**src/rtl/phy_pkg.sv**
```systemverilog
// Shared PHY constants: control symbols, training length and transmitter state encodings.
// The serial receiver imports the same package so both ends agree on the symbols.
package phy_pkg;
    localparam logic [7:0] COM         = 8'hBC;
    localparam logic [7:0] IDL         = 8'h7C;
    localparam logic [2:0] TRAIN_WORDS = 3'd4;

    localparam logic [1:0] ST_TRAIN = 2'd0;
    localparam logic [1:0] ST_IDLE  = 2'd1;
    localparam logic [1:0] ST_DATA  = 2'd2;
endpackage

```
**src/rtl/fifo_2x8.sv**
```systemverilog
// Two-entry byte FIFO with synchronous active-high reset and a combinational head read.
module fifo_2x8 (
    input  logic       i_clk,
    input  logic       i_rst,
    input  logic       i_push,
    input  logic       i_pop,
    input  logic [7:0] i_wr_data,
    output logic [7:0] o_rd_data,
    output logic       o_full,
    output logic       o_empty
);
    logic [7:0] r_mem [2];
    logic       r_wr_ptr;
    logic       r_rd_ptr;
    logic [1:0] r_count;
    logic       w_push;
    logic       w_pop;

    // Guarded so a stray push-when-full or pop-when-empty cannot corrupt occupancy.
    assign w_push    = i_push && !o_full;
    assign w_pop     = i_pop && !o_empty;
    assign o_full    = (r_count == 2'd2);
    assign o_empty   = (r_count == 2'd0);
    assign o_rd_data = r_mem[r_rd_ptr];

    always_ff @(posedge i_clk) begin
        if (w_push) r_mem[r_wr_ptr] <= i_wr_data;
    end

    always_ff @(posedge i_clk) begin
        if (i_rst) begin
            r_wr_ptr <= 1'b0;
            r_rd_ptr <= 1'b0;
            r_count  <= 2'd0;
        end else begin
            if (w_push) r_wr_ptr <= ~r_wr_ptr;
            if (w_pop)  r_rd_ptr <= ~r_rd_ptr;
            case ({w_push, w_pop})
                2'b10:   r_count <= r_count + 2'd1;
                2'b01:   r_count <= r_count - 2'd1;
                default: r_count <= r_count;
            endcase
        end
    end
endmodule

```
**src/rtl/paralelo_serial_tx.sv**
```systemverilog
// Byte-to-serial transmitter: 4 COM training words, then buffered payload bytes or IDL fill,
// sent MSB first, one bit per clk_32f cycle with no gaps between words.
import phy_pkg::*;

module paralelo_serial_tx (
    input  logic       clk_32f,
    input  logic       default_values,
    input  logic [7:0] data_in,
    input  logic       valid_in,
    output logic       ready_out,
    output logic       data_out,
    output logic       tx_active,
    output logic [2:0] bit_cnt
);
    logic       r_started;
    logic [2:0] r_bit_cnt;
    logic [2:0] r_com_cnt;
    logic [1:0] r_state;
    logic [6:0] r_shift;
    logic       r_data_out;

    logic       w_boundary;
    logic       w_train;
    logic       w_push;
    logic       w_pop;
    logic       w_full;
    logic       w_empty;
    logic [7:0] w_head;
    logic [7:0] w_word;
    logic [1:0] w_next_state;

    assign ready_out = !w_full && !default_values;
    assign w_push    = valid_in && ready_out;
    assign data_out  = r_data_out;
    assign bit_cnt   = r_bit_cnt;
    assign tx_active = (r_state != ST_TRAIN);

    // The first edge out of reset starts a word without advancing bit_cnt.
    assign w_boundary = !r_started || (r_bit_cnt == 3'd7);
    assign w_train    = (r_com_cnt < TRAIN_WORDS);
    assign w_pop      = w_boundary && !w_train && !w_empty;

    always_comb begin
        w_word       = COM;
        w_next_state = ST_TRAIN;
        if (!w_train) begin
            if (!w_empty) begin
                w_word       = w_head;
                w_next_state = ST_DATA;
            end else begin
                w_word       = IDL;
                w_next_state = ST_IDLE;
            end
        end
    end

    fifo_2x8 u_fifo (
        .i_clk     (clk_32f),
        .i_rst     (default_values),
        .i_push    (w_push),
        .i_pop     (w_pop),
        .i_wr_data (data_in),
        .o_rd_data (w_head),
        .o_full    (w_full),
        .o_empty   (w_empty)
    );

    always_ff @(posedge clk_32f) begin
        if (default_values) begin
            r_started  <= 1'b0;
            r_bit_cnt  <= 3'd0;
            r_com_cnt  <= 3'd0;
            r_state    <= ST_TRAIN;
            r_shift    <= 7'd0;
            r_data_out <= 1'b0;
        end else if (w_boundary) begin
            r_started  <= 1'b1;
            r_bit_cnt  <= 3'd0;
            r_state    <= w_next_state;
            r_data_out <= w_word[7];
            r_shift    <= w_word[6:0];
            if (w_train) r_com_cnt <= r_com_cnt + 3'd1;
        end else begin
            r_bit_cnt  <= r_bit_cnt + 3'd1;
            r_data_out <= r_shift[6];
            r_shift    <= {r_shift[5:0], 1'b0};
        end
    end
endmodule

```
**config.mk**
```make
export PLATFORM = sky130hd
export DESIGN_NAME = paralelo_serial_tx
export DESIGN_NICKNAME = d
export VERILOG_FILES = /design/src/rtl/phy_pkg.sv /design/src/rtl/fifo_2x8.sv /design/src/rtl/paralelo_serial_tx.sv
export SDC_FILE = /design/constraint.sdc
export NUM_CORES = 1
export LEC_CHECK = 0
export CAP_MARGIN = 10
export CORE_UTILIZATION = 50
export CTS_CLUSTER_DIAMETER = 100
export CTS_CLUSTER_SIZE = 14
export DETAILED_ROUTE_END_ITERATION = 10
export GPL_TIMING_DRIVEN = 1
export PLACE_DENSITY = 0.73
export SLEW_MARGIN = 20
export SYNTH_ARGS = -nofsm -noshare
export SYNTH_HDL_FRONTEND = slang
export SYNTH_SLANG_ARGS = --single-unit
export TNS_END_PERCENT = 10
```
**constraint.sdc**
```tcl
create_clock -name clk_32f -period 5.8 [get_ports clk_32f]
set_clock_uncertainty 0.05 [all_clocks]
set_input_delay 0.87 -clock clk_32f [delete_from_list [all_inputs] [get_ports clk_32f]]
set_output_delay 0.87 -clock clk_32f [all_outputs]
set_load 0.01 [all_outputs]
```
== Yosys cells after proc, flatten, opt, wreduce, memory -nomap -nowiden ==
Memories as Yosys holds them, arrays and structs flattened. A register that Yosys moved wholly into a read port is not among the register bits.
Index checks and enable logic that the tools add are counted.
Storage, ports and cells
  register bits after elaboration: 21
  latch bits: 0
  bits in writable memories: 16
  bits in read-only memories: 0
  input bits: 11
  output and inout bits: 6
  word-level logic and storage cells: 52
  memories kept: 1
Cells by class
  $add $sub $neg: 4
  $mul: 0
  div/mod/pow operators: 0
  magnitude comparators: 1
  eq/ne operators: 4
  shift operators: 0
  mux-type cells: 11
  bitwise gates (word level): 3
  reduce and logical (&&, ||, !) cells: 18
Memory list
  u_fifo.r_mem: words 2, width 8, read ports 1, clocked after Yosys merged registers in 1, write ports 1, RTL line fifo_2x8.sv:12  | logic [7:0] r_mem [2];
Operators with widths (count)
  8-bit two-way mux: 2
  7-bit two-way mux: 1
  3-bit by 1-bit adder with 3-bit output (second input constant): 2
  1-bit logical AND: 6
  1-bit logical NOT: 5
  1-bit two-way mux: 5
  2-bit equality test (second input constant): 2
  2-bit two-way mux: 2
  2-bit one-hot mux with 2 select lines: 1
  2-bit nonzero test: 2
  4-bit OR reduction: 1
  3-bit equality test (second input constant): 1
  3-bit < comparator (second input constant): 1
  1-bit NOT: 3
  2-bit by 1-bit adder with 2-bit output (second input constant): 1
  2-bit by 1-bit equality test with 1-bit output (second input constant): 1
  2-bit logical NOT: 1
  2-bit AND reduction: 1
  2-bit OR reduction: 1
  2-bit by 1-bit subtractor with 2-bit output (second input constant): 1
  1-bit logical OR: 1

== Longest topological paths before layout ==
Gate-level depths: netlist of the first run.
  depth in word-level cells: 7
  depth in mapped cells: 10
  depth with buffers taken out: 9

== By module ==
A second synthesis of the first run with hierarchy kept.
Unflattened totals
  cells, all modules: 114
  area total of the unflattened synthesis: 1425.1 µm²
Modules (own cells, without submodules)
  fifo_2x8: instances 1, cells each 51, area each 798.3 µm², sequential area each 580.6 µm²
  paralelo_serial_tx: instances 1, cells each 63, area each 626.9 µm², sequential area each 340.3 µm²

== Worst setup path after synthesis of the first run ==
OpenSTA, ideal clock, no wires.
  kind: input -> register
  from: input port default_values
  to: memory u_fifo.r_mem[0][0] (enable)
  library setup time: 0.397 ns
  arrival: 2.017 ns
  required time: 5.353 ns
  path slack: 3.337 ns
  cell stages on the path: 2
  buffers on the path: 1
  cells stage by stage: clkbuf_1 nor4_1
On the way
  cells in the longest elaborated chain, start to end: 6
RTL lines
  start: declaration: RTL line paralelo_serial_tx.sv:7  | input logic default_values,
  1-bit logical NOT: RTL line paralelo_serial_tx.sv:32  | assign ready_out = !w_full && !default_values;
  1-bit logical AND: RTL line paralelo_serial_tx.sv:32
  1-bit logical AND: RTL line paralelo_serial_tx.sv:33  | assign w_push = valid_in && ready_out;
  1-bit logical AND: RTL line fifo_2x8.sv:20  | assign w_push = i_push && !o_full;
  1-bit two-way mux: RTL line fifo_2x8.sv:27  | if (w_push) r_mem[r_wr_ptr] <= i_wr_data;
  1-bit two-way mux (implied by the code): RTL line fifo_2x8.sv:27
  end: declaration: RTL line fifo_2x8.sv:12
No other way between the ends.

== Final worst setup path of the first run ==
  from: input port default_values
  to: output port ready_out
On the way
  cells in the longest elaborated chain, start to end: 2
RTL lines
  1-bit logical NOT: RTL line paralelo_serial_tx.sv:32
  1-bit logical AND: RTL line paralelo_serial_tx.sv:32
  end: declaration: RTL line paralelo_serial_tx.sv:10  | output logic ready_out,
No other way between the ends.

==> key figures, run 1 <==
Layout
  • Share of cells above drive strength 1: 0.1194
  • Final core occ: 0.6105
  • Nets: about 150
  • Design Area, Final: approximately 1700 µm²
  • Layout Cells excl Fill: ~170
  • Area grow syn2layout: 16.71%
  • Ant. Diodes: 0

Clock network
  • Num CTS Buffers: 5
  • Hold-fix buffers, CTS: 0
  • CTS Root Cell: clkbuf_4
  • CTS Sinks: 38
  • CTS clk-pin slew, worst paths: around 0.11 ns
  • Clock buffer depth: 2
  • CTS resizes: 0
  • CTS tree: done
  • H-Tree Depth: 2
  • Latest clock arrival within the worst-skew pair: approximately 0.35 ns
  • Post-CTS Setup Bufs: 0

Logic synthesis
  • Syn Std Cell Area: 1430 µm²
  • Syn Inst Count: 114
  • Share of flip-flops with an asynchronous set or reset: 0
  • Synth Area per Inst: ~13 µm²
  • YS warnings: 0
  • Post-synth top flop: dfxtp_1
  • Unique masters post-synth: 32
  • Register area share after synthesis: 0.6439
  • Synth Net Count: 129
  • EDFF count, synth: 16
  • Flops & latches, synth: 38

Placed design
  • Port bufs: 16
  • RD Place Congestion: a little over 0.7
  • Detailed placement HPWL: approximately 1.5 mm
  • Post-DP Area: around 1600 µm²
  • Dpl ws: 2.363 ns
  • Placed Cells: 157

Floorplan
  • Die X: ~55 µm
  • Row cnt: 19
  • Core Region: roughly 2700 µm²
  • Initial core utilization: 0.5231
  • I/O pin count: 17
  • DIE HEIGHT: around 55 µm
  • Die area: ~3100 µm²

Detailed routing
  • DRT met1 WL: ~940 µm
  • Routed wire length per instance: between 10 and 15 µm
  • Avg Vias per Cell: 5.406
  • DR top layer: met4
  • DRC Markers: 0
  • Drt total wl: roughly 2.2 mm
  • Met2 wire length: 1.138 mm
  • Initial DRC count: 19
  • 1st-pass router iterations: 4
  • Vias: slightly below 900
  • Met3 WL: roughly 100 µm
  • Post-route antenna net violation count: 0

Power
  • Final Power: 0.4667 mW
  • P_leak: 0.6169 nW
  • Pwr dens: 279.6 nW/µm²
  • VDD IR max: approximately 0.22 mV

STA
  • Final setup violation count: 0
  • Post-route clock period utilization: 0.5943
  • Min cycle time layout: 3.447 ns
  • Fin. max-slew vios: 0
  • Total negative slack: 0 ns
  • Max_slew headroom: 0.5326
  • Final Worst Setup Slack: 2.353 ns
  • Hold Vio Cnt, Final: 0
  • Peak Freq: 0.2901 GHz
  • Final hold slack: between 0.4 and 0.5 ns
  • RSZ-0062 raised after global routing: false
  • Pin slew with the least headroom to its limit: 0.6988 ns

GRT
  • Tot GR Track Use: 0.1675
  • First-pass GRT wire length: 3.808 mm
  • Initial antenna violation count: 0
  • Vias in the first global route: around 860
  • Largest net degree at the start of global routing: 21
  • GRT Residual Overflow: 0

Worst setup path
  • CP arrival: 2.53 ns
  • Top cell by count, worst path: clkdlybuf4s50_1
  • CP required: between 4 and 5 ns
  • Crit. End Element: output pin
  • CP cell instances: clkdlybuf4s50_1, nor2_1, clkdlybuf4s50_1
  • CP Max Fanout: 20
  • Crit start category: primary input
  • Critical path type: primary input to output pin
  • Crit path largest cell delay: around 0.76 ns
  • Slowest stage cell, crit path: clkdlybuf4s50_1
  • R2r worst-path depth: 8

Worst hold path
  • Worst hold path type: register to register
  • WHS Path Cells: 2

Status
  • Outcome: finished clean

Run
  • MaxCap Viol Count: 0
==> cell usage in the layout (no fill, tap or decap), drive strengths merged <==
cell type,synthesis,routed
a211oi,4,4
a21oi,8,8
a32o,1,1
and3,3,3
buf,2,1
clkbuf,3,7
clkdlybuf4s50,0,16
clkinv,0,1
dfxtp,22,22
edfxtp,16,16
ha,4,4
inv,4,4
mux2,3,3
mux2i,7,7
nand2,4,4
nand2b,2,2
nand3,2,2
nor2,10,10
nor2b,3,3
nor3,2,2
nor4,1,1
o211ai,2,2
o21a,1,1
o21ai,4,4
or2,1,1
or3,3,3
xnor2,1,1
xor2,1,1
==> cells in the mapped netlist, types with 2 or more instances <==
cell type   n  area (µm²)
nand2_1     4       15.01
inv_1       2       7.510
o211ai_1    2       15.01
clkbuf_1    3       11.26
nand2b_1    2       12.51
nor2_1     10       37.54
and3_1      3       18.77
a21oi_1     8       40.04
o21ai_0     4       20.02
ha_1        4       50.05
a211oi_1    4       30.03
edfxtp_1   16       480.5
nor2b_1     3       18.77
mux2i_1     7       70.07
nand3_1     2       10.01
nor3_1      2       10.01
dfxtp_1    22       440.4
mux2_4      2       30.03
==> path summary, 6_finish.rpt <==
kind | start | end | slack, ns
setup / recovery | default_values | ready_out | 2.35
setup reg to reg | bit_cnt[0]$_SDFF_PP0_ | u_fifo.r_count[1]$_SDFFE_PP0P_ | 3.26
hold / removal | r_shift[5]$_SDFF_PP0_ | r_shift[6]$_SDFF_PP0_ | 0.40
hold reg to reg | r_shift[5]$_SDFF_PP0_ | r_shift[6]$_SDFF_PP0_ | 0.40
==> cell type report <==
cell class / count / area, µm²
Fill cell: 221 / 1065
Sequential cell: 38 / 920.9
Multi-Input combinational cell: 67 / 461.7
Timing Repair Buffer: 17 / 167.7
Clock buffer: 7 / 55.05
Tap cell: 31 / 38.79
Inverter: 4 / 20.02
Clock inverter: 1 / 5.005
==> where the power goes <==
group / internal [mW] / total (mW) / switching, mW
clock: 0.0587 / 0.138 / 0.0796
combinational: 0.0167 / 0.0337 / 0.0171
sequential: 0.290 / 0.295 / 0.00504
total: 0.365 / 0.467 / 0.102
==> worst max-delay path, delay by kind of cell <==
kind | cells | cell delay (ns)
buf+inv | 2 | 1.33
simple gates | 1 | 0.32
==> flip-flops by register name, summed over array words and instances (netlist names), named ones only <==
signal	count
data_out	1
u_fifo.r_wr_ptr	1
bit_cnt	3
r_started	1
r_com_cnt	3
u_fifo.r_count	2
r_shift	7
u_fifo.r_rd_ptr	1
u_fifo.r_mem	16
r_state	2
==> cells by family (layout without fill, tap and decap cells) <==
logic type                 count (synthesis)  count (layout)  share of synthesized area
DFF                                       38              38                     0.6439
and+or+nand+nor                           31              31                     0.1120
AOI/OAI and AO/OA                         20              20                    0.08574
muxes                                     10              10                    0.07787
buffers and inverters                      9              29                    0.03324
adders and majority gates                  4               4                    0.03500
xor gates and xnor gates                   2               2                    0.01225
==> per-layer routing <==
layer  GRT usage  vias to the layer above
met5           0                        -
met4     0.06429                        0
met3     0.07728                        6
met2      0.2599                       15
met1      0.2034                      424
li1            -                      447
No activity file was read; power rests on OpenSTA's default activity.
==> inputs of run 2 (changes only) <==
==> constraint.sdc (replaced) <==
create_clock -name clk_32f -period 3.45 [get_ports clk_32f]
set_clock_uncertainty 0.05 [all_clocks]
set_input_delay 0.5175 -clock clk_32f [delete_from_list [all_inputs] [get_ports clk_32f]]
set_output_delay 0.5175 -clock clk_32f [all_outputs]
set_load 0.01 [all_outputs]
==> run 2 against run 1 <==
  * Setup slack worse by 1.3 ns
  * Largest cell class unchanged
  * Routed wire length is 1.4% lower
  * Critical path type unchanged
  * Count of clock-buffer cells in the layout is 2 lower
==> key figures, run 2 (synthesis results as in run 1) <==
GRT
  • Tot GR Track Use: 0.1626 (was 0.1675)
  • M2 GR Usage: 0.2806 (was 0.2599)
  • Most used routing layer: met2 (unchanged)
  • Vias in the first global route: 879 (was 863)
  • GRT Residual Overflow: 0 (unchanged)
  • First-pass GRT wire length: 3.712 mm (was 3.808 mm)
  • Largest net degree at the start of global routing: 21 (unchanged)
  • Initial antenna violation count: 0 (unchanged)
  • GR Util met1: 0.1757 (was 0.2034)
  • Met3 Resource Use GR: 0.04918 (was 0.07728)

Floorplan
  • Initial core utilization: 0.5231 (unchanged)
  • Die X: 55.48 µm (unchanged)
  • I/O pin count: 17 (unchanged)
  • Core Region: 2734 µm² (unchanged)
  • DIE HEIGHT: 55.48 µm (unchanged)
  • Die area: 3078 µm² (unchanged)
  • Row cnt: 19 (unchanged)

Power
  • Final Power: 0.8368 mW (was 0.4667 mW)
  • VDD IR max: 0.3691 mV (was 0.2182 mV)
  • Pwr dens: 491.8 nW/µm² (was 279.6 nW/µm²)
  • P_leak: 0.6361 nW (was 0.6169 nW)

Clock network
  • Hold-fix buffers, CTS: 0 (unchanged)
  • CTS clk-pin slew, worst paths: 0.10 ns (was 0.11 ns)
  • CTS Sinks: 38 (unchanged)
  • Latest clock arrival within the worst-skew pair: 0.33 ns (was 0.35 ns)
  • CTS tree: done (unchanged)
  • H-Tree Depth: 2 (unchanged)
  • CTS resizes: 0 (unchanged)
  • CTS Root Cell: clkbuf_4 (unchanged)
  • Post-CTS Setup Bufs: 0 (unchanged)
  • Clock buffer depth: 2 (unchanged)
  • Num CTS Buffers: 5 (unchanged)

Detailed routing
  • Post-route antenna net violation count: 0 (unchanged)
  • 1st-pass router iterations: 3 (was 4)
  • Initial DRC count: 11 (was 19)
  • Vias: 897 (was 892)
  • DRC Markers: 0 (unchanged)
  • Drt total wl: 2.195 mm (was 2.227 mm)
  • Routed wire length per instance: 13.14 µm (was 13.50 µm)
  • Avg Vias per Cell: 5.371 (was 5.406)

Worst setup path
  • CP cell instances: clkdlybuf4s50_1, buf_4, nor2_1, clkdlybuf4s50_1 (was clkdlybuf4s50_1, nor2_1, clkdlybuf4s50_1)
  • Top cell by count, worst path: clkdlybuf4s50_1 (unchanged)
  • Slowest stage cell, crit path: clkdlybuf4s50_1 (unchanged)
  • Crit path largest cell delay: 0.56 ns (was 0.76 ns)
  • Crit. End Element: output pin (unchanged)
  • CP required: 2.88 ns (was 4.88 ns)
  • CP arrival: 1.85 ns (was 2.53 ns)
  • Crit start category: primary input (unchanged)
  • Buf/Inv on CP: 3 (was 2)
  • CP Max Fanout: 20 (unchanged)
  • Cell family with most CP delay: buffers and inverters (unchanged)
  • Critical path type: primary input to output pin (unchanged)

Status
  • Outcome: finished clean (unchanged)

STA
  • Peak Freq: just over 0.4 GHz
  • Hold Vio Cnt, Final: 0 (unchanged)
  • Final setup violation count: 0 (unchanged)
  • Fin. max-slew vios: 0 (unchanged)
  • RSZ-0062 raised after global routing: false (unchanged)
  • Total negative slack: 0 ns (unchanged)
  • Pin slew with the least headroom to its limit: 0.4323 ns (was 0.6988 ns)
  • Max_slew headroom: 0.7114 (was 0.5326)
  • Post-route clock period utilization: 0.7006
  • Final Worst Setup Slack: 1.033 ns (was 2.353 ns)
  • Final hold slack: 0.4101 ns (was 0.4019 ns)
  • Min cycle time layout: around 2.4 ns

Layout
  • Ant. Diodes: 0 (unchanged)
  • Largest reg by FF count: u_fifo.r_mem (unchanged)
  • Area grow syn2layout: 18.98% (was 16.71%)
  • Largest registers: u_fifo.r_mem: 16 flops, r_shift: 7 flops (unchanged)
  • Max FFs per register: 16 (unchanged)
  • Most frequent cells in the layout: 22 x dfxtp_1, 16 x clkdlybuf4s50_1, 16 x edfxtp_1, 10 x nor2_1, 8 x a21oi_1 (unchanged)
  • Share of cells above drive strength 1: 0.1397 (was 0.1194)
  • Most common cell after layout, fill and taps aside: dfxtp_1 (unchanged)
  • Nets: 150 (was 148)
  • Final-layout fill cell count: 219 (was 221)
  • Design Area, Final: 1702 µm² (was 1669 µm²)

Placed design
  • Post-DP Area: 1624 µm² (was 1609 µm²)
  • Detailed placement HPWL: 1.550 mm (was 1.513 mm)
  • RD Place Congestion: 0.6874 (was 0.7050)
  • Port bufs: 16 (unchanged)
  • Dpl ws: 1.025 ns (was 2.363 ns)

Worst hold path
  • Worst hold path type: register to register (unchanged)

Run
  • MaxCap Viol Count: 0 (unchanged)
run 2: cell count changes in the layout (fill, tap and decap cells not counted), sizes merged:
cell,previous run,this run
buf,1,3
clkbuf,7,5
bufinv,0,1
clkinv,1,2
run 2: final timing paths:
path | slack (ns) | endpoint | from | cells after the start
hold reg to reg | 0.41 | r_state[0]$_SDFFE_PP0N_ | r_state[0]$_SDFFE_PP0N_ | 2
hold / removal | 0.41 | r_state[0]$_SDFFE_PP0N_ | r_state[0]$_SDFFE_PP0N_ | 2
setup / recovery | 1.03 | ready_out | default_values | 4
setup reg to reg | 1.17 | u_fifo.r_count[1]$_SDFFE_PP0P_ | bit_cnt[0]$_SDFF_PP0_ | 9
run 2: worst min-delay path: stages, from the launching register on:
cell and delay (ns):
dfxtp_1 0.32, nand2_1 0.05, a21oi_1 0.05
run 2: report_power, final:
group	switching, mW	leakage (nW)	total [mW]	internal, mW
registers	0.00801	0.327	0.495	0.487
clock network	0.133	0.0450	0.283	0.150
logic	0.0291	0.264	0.0587	0.0296
run 2: layout make-up:
type,instances,area (µm²),area share
clock inverters,3,40.04,0.02353
repair buffers,19,182.7,0.1074
well taps,31,38.79,0.02279
clock buffers,5,37.54,0.02206
inverters,4,20.02,0.01176
flip-flops and latches,38,920.9,0.5412
multi-input cells,67,461.7,0.2713
run 2: routing by layer:
| layer | share of wire | wire length [µm] |
|---|---|---|
| met1 | 0.44 | 959 |
| met2 | 0.52 | 1134 |
| met3 | 0.032 | 71 |
| met4 | 0.013 | 29 |
| met5 | 0 | 0 |
run 2: metrics by stage:
| step | std cells | utilization |
|---|---|---|
| after floorplan | 114 | - |
| after detailed placement | 159 | 0.5941 |
| after global routing | 167 | 0.6224 |
| after CTS | 167 | 0.6224 |
| after global placement | 159 | 0.5941 |
| final | 167 | 0.6224 |
==> inputs of run 3 (changes only) <==
--- a/config.mk
+++ b/config.mk
@@ -6,7 +6,7 @@
 export NUM_CORES = 1
 export LEC_CHECK = 0
 export CAP_MARGIN = 10
-export CORE_UTILIZATION = 50
+export CORE_UTILIZATION = 48
 export CTS_CLUSTER_DIAMETER = 100
 export CTS_CLUSTER_SIZE = 14
 export DETAILED_ROUTE_END_ITERATION = 10
==> constraint.sdc (replaced) <==
create_clock -name clk_32f -period 2 [get_ports clk_32f]
set_clock_uncertainty 0.05 [all_clocks]
set_input_delay 0.3 -clock clk_32f [delete_from_list [all_inputs] [get_ports clk_32f]]
set_output_delay 0.3 -clock clk_32f [all_outputs]
set_load 0.01 [all_outputs]
==> run 3 against run 2 <==
  * Routed wire length is 4.3% higher
  * Core utilization is 0.20 points higher
  * Setup slack worse by 0.93 ns
  * Global-route usage is 1.0 points higher
  * Critical path depth is 4 higher
  * Sequential power is 73% higher
  * Non-clock buffer count is 2 higher
  * Register-to-register slack worse by 1.1 ns
  * Count of clock-buffer cells in the layout is 3 higher
  * Final cell count is 1.2% higher
  * Clock power is 26% higher
  * Total power is 57% higher
  * Largest power group unchanged
==> key figures, run 3 (synthesis results as in run 1) <==
Run
  • MaxCap Viol Count: 0 (unchanged)

Power
  • P_leak: 0.6254 nW (was 0.6361 nW)
  • Pwr dens: 758.0 nW/µm² (was 491.8 nW/µm²)
  • Final Power: 1.316 mW (was 0.8368 mW)
  • VDD IR max: 0.5663 mV (was 0.3691 mV)

Layout
  • Nets: 152 (was 150)
  • Ant. Diodes: 0 (unchanged)
  • Layout Cells excl Fill: 169 (was 167)
  • Most common cell after layout, fill and taps aside: dfxtp_1 (unchanged)
  • Area grow syn2layout: 21.44% (was 18.98%)
  • Register area: 929.6 µm² (was 920.9 µm²)
  • Most frequent cells in the layout: 19 x dfxtp_1, 16 x clkdlybuf4s50_1, 16 x edfxtp_1, 9 x nor2_1, 8 x a21oi_1 (was 22 x dfxtp_1, 16 x clkdlybuf4s50_1, 16 x edfxtp_1, 10 x nor2_1, 8 x a21oi_1)
  • Max FFs per register: 16 (unchanged)
  • Largest registers: u_fifo.r_mem: 16 flops, r_shift: 7 flops (unchanged)
  • Design Area, Final: 1737 µm² (was 1702 µm²)
  • Area of the multi-input gates: 501.7 µm² (was 461.7 µm²)
  • Largest reg by FF count: u_fifo.r_mem (unchanged)
  • Final-layout fill cell count: 233 (was 219)
  • Share of cells above drive strength 1: 0.1812 (was 0.1397)

Clock network
  • CTS Sinks: 38 (unchanged)
  • Clock buffer depth: 2 (unchanged)
  • H-Tree Depth: 2 (unchanged)
  • CTS Root Cell: clkbuf_4 (unchanged)
  • Num CTS Buffers: 5 (unchanged)
  • Latest clock arrival within the worst-skew pair: 0.32 ns (was 0.33 ns)
  • Post-CTS Setup Bufs: 0 (unchanged)
  • CTS tree: done (unchanged)
  • CTS clk-pin slew, worst paths: 0.10 ns (about the same)

Detailed routing
  • Routed wire length per instance: 13.55 µm (was 13.14 µm)
  • DRC Markers: 0 (unchanged)
  • Drt total wl: 2.290 mm (was 2.195 mm)
  • 1st-pass router iterations: 4 (was 3)
  • Vias: 932 (was 897)
  • Post-route antenna net violation count: 0 (unchanged)
  • Initial DRC count: 14 (was 11)
  • Avg Vias per Cell: 5.515 (was 5.371)

Worst setup path
  • CP Max Fanout: 3 (was 20)
  • Crit start category: register (was primary input)
  • Critical path type: register to register (was primary input to output pin)
  • CP arrival: 2.11 ns (was 1.85 ns)
  • Crit. End Element: register (was output pin)
  • R2r worst-path depth: 8 (was 9)
  • CP required: 2.20 ns (was 2.88 ns)
  • R2R Setup Slk: 0.1 ns (was 1.17 ns)

Floorplan
  • Die area: 3202 µm² (was 3078 µm²)
  • Initial core utilization: 0.5142 (was 0.5231)
  • Row cnt: 19 (unchanged)
  • Die X: 56.59 µm (was 55.48 µm)
  • I/O pin count: 17 (unchanged)
  • Core Region: 2781 µm² (was 2734 µm²)
  • DIE HEIGHT: 56.59 µm (was 55.48 µm)

GRT
  • GRT Residual Overflow: 0 (unchanged)
  • M2 GR Usage: 0.2924 (was 0.2806)
  • Vias in the first global route: 906 (was 879)
  • First-pass GRT wire length: 4.050 mm (was 3.712 mm)
  • Tot GR Track Use: 0.1728 (was 0.1626)
  • Most used routing layer: met2 (unchanged)
  • GR Util met1: 0.1957 (was 0.1757)
  • Initial antenna violation count: 0 (unchanged)
  • Largest net degree at the start of global routing: 20 (was 21)
  • Met3 Resource Use GR: 0.06912 (was 0.04918)

Placed design
  • Placed Cells: 161 (was 159)
  • Detailed placement HPWL: 1.648 mm (was 1.550 mm)
  • Post-DP Area: 1684 µm² (was 1624 µm²)
  • RD Place Congestion: 0.7387 (was 0.6874)
  • Port bufs: 16 (unchanged)

STA
  • Final hold slack: 0.3980 ns (was 0.4101 ns)
  • Post-route clock period utilization: 0.9509
  • Pin slew with the least headroom to its limit: 0.4130 ns (was 0.4323 ns)
  • Final setup violation count: 0 (unchanged)
  • Peak Freq: 0.5258 GHz
  • Fin. max-slew vios: 0 (unchanged)
  • Total negative slack: 0 ns (unchanged)
  • Hold Vio Cnt, Final: 0 (unchanged)
  • RSZ-0062 raised after global routing: false (unchanged)
  • Min cycle time layout: approximately 1.9 ns
  • Max_slew headroom: 0.7247 (was 0.7114)

Worst hold path
  • Worst hold path type: register to register (unchanged)
  • WHS Path Cells: 1 (was 2)

Status
  • Outcome: finished clean (unchanged)
run 3: cell type report:
| class | count | share of cell area |
|---|---|---|
| Inverter | 4 | 0.01153 |
| Clock buffer | 8 | 0.02810 |
| Timing Repair Buffer | 21 | 0.1138 |
| Sequential cell | 38 | 0.5353 |
| Multi-Input combinational cell | 67 | 0.2889 |
| Tap cell | 31 | 0.02233 |
run 3: report_power, final:
group / internal (mW) / total (mW) / switching (mW)
registers: 0.839 / 0.854 / 0.0150
logic: 0.0532 / 0.106 / 0.0524
clock network: 0.140 / 0.357 / 0.216
run 3: final timing paths:
kind,startpoint,end
worst max register to register,bit_cnt[0]$_SDFF_PP0_,u_fifo.r_count[1]$_SDFFE_PP0P_
worst min register to register,bit_cnt[0]$_SDFF_PP0_,bit_cnt[0]$_SDFF_PP0_
worst min-delay path,bit_cnt[0]$_SDFF_PP0_,bit_cnt[0]$_SDFF_PP0_
worst max-delay path,bit_cnt[0]$_SDFF_PP0_,u_fifo.r_count[1]$_SDFFE_PP0P_
run 3: worst max-delay path, stage by stage (launching register included):
cell and delay, ns:
dfxtp_4 0.37, ha_4 0.13, ha_4 0.12, nor2b_1 0.05, or3_4 0.37, inv_6 0.08, ha_4 0.19, or3_1 0.34
a21oi_1 0.13
run 3: what timing repair did:
item,CTS,global route
hold buffers,0,0
endpoints found under the setup margin,0,2
gates resized for setup,0,2
run 3: stage by stage:
stage                     setup WS, ns  utilization
after global placement          0.1147       0.6055
after detailed placement       0.06361       0.6055
after floorplan               -0.02346            -
after CTS                      0.03407       0.6230
final                          0.09814       0.6244
after global routing          0.003863       0.6244
run 3: per-layer routing:
metal / wire length (µm) / part of all wire
met4: 17 / 0.0074
met1: 953 / 0.42
met5: 0 / 0
met2: 1231 / 0.54
met3: 88 / 0.038
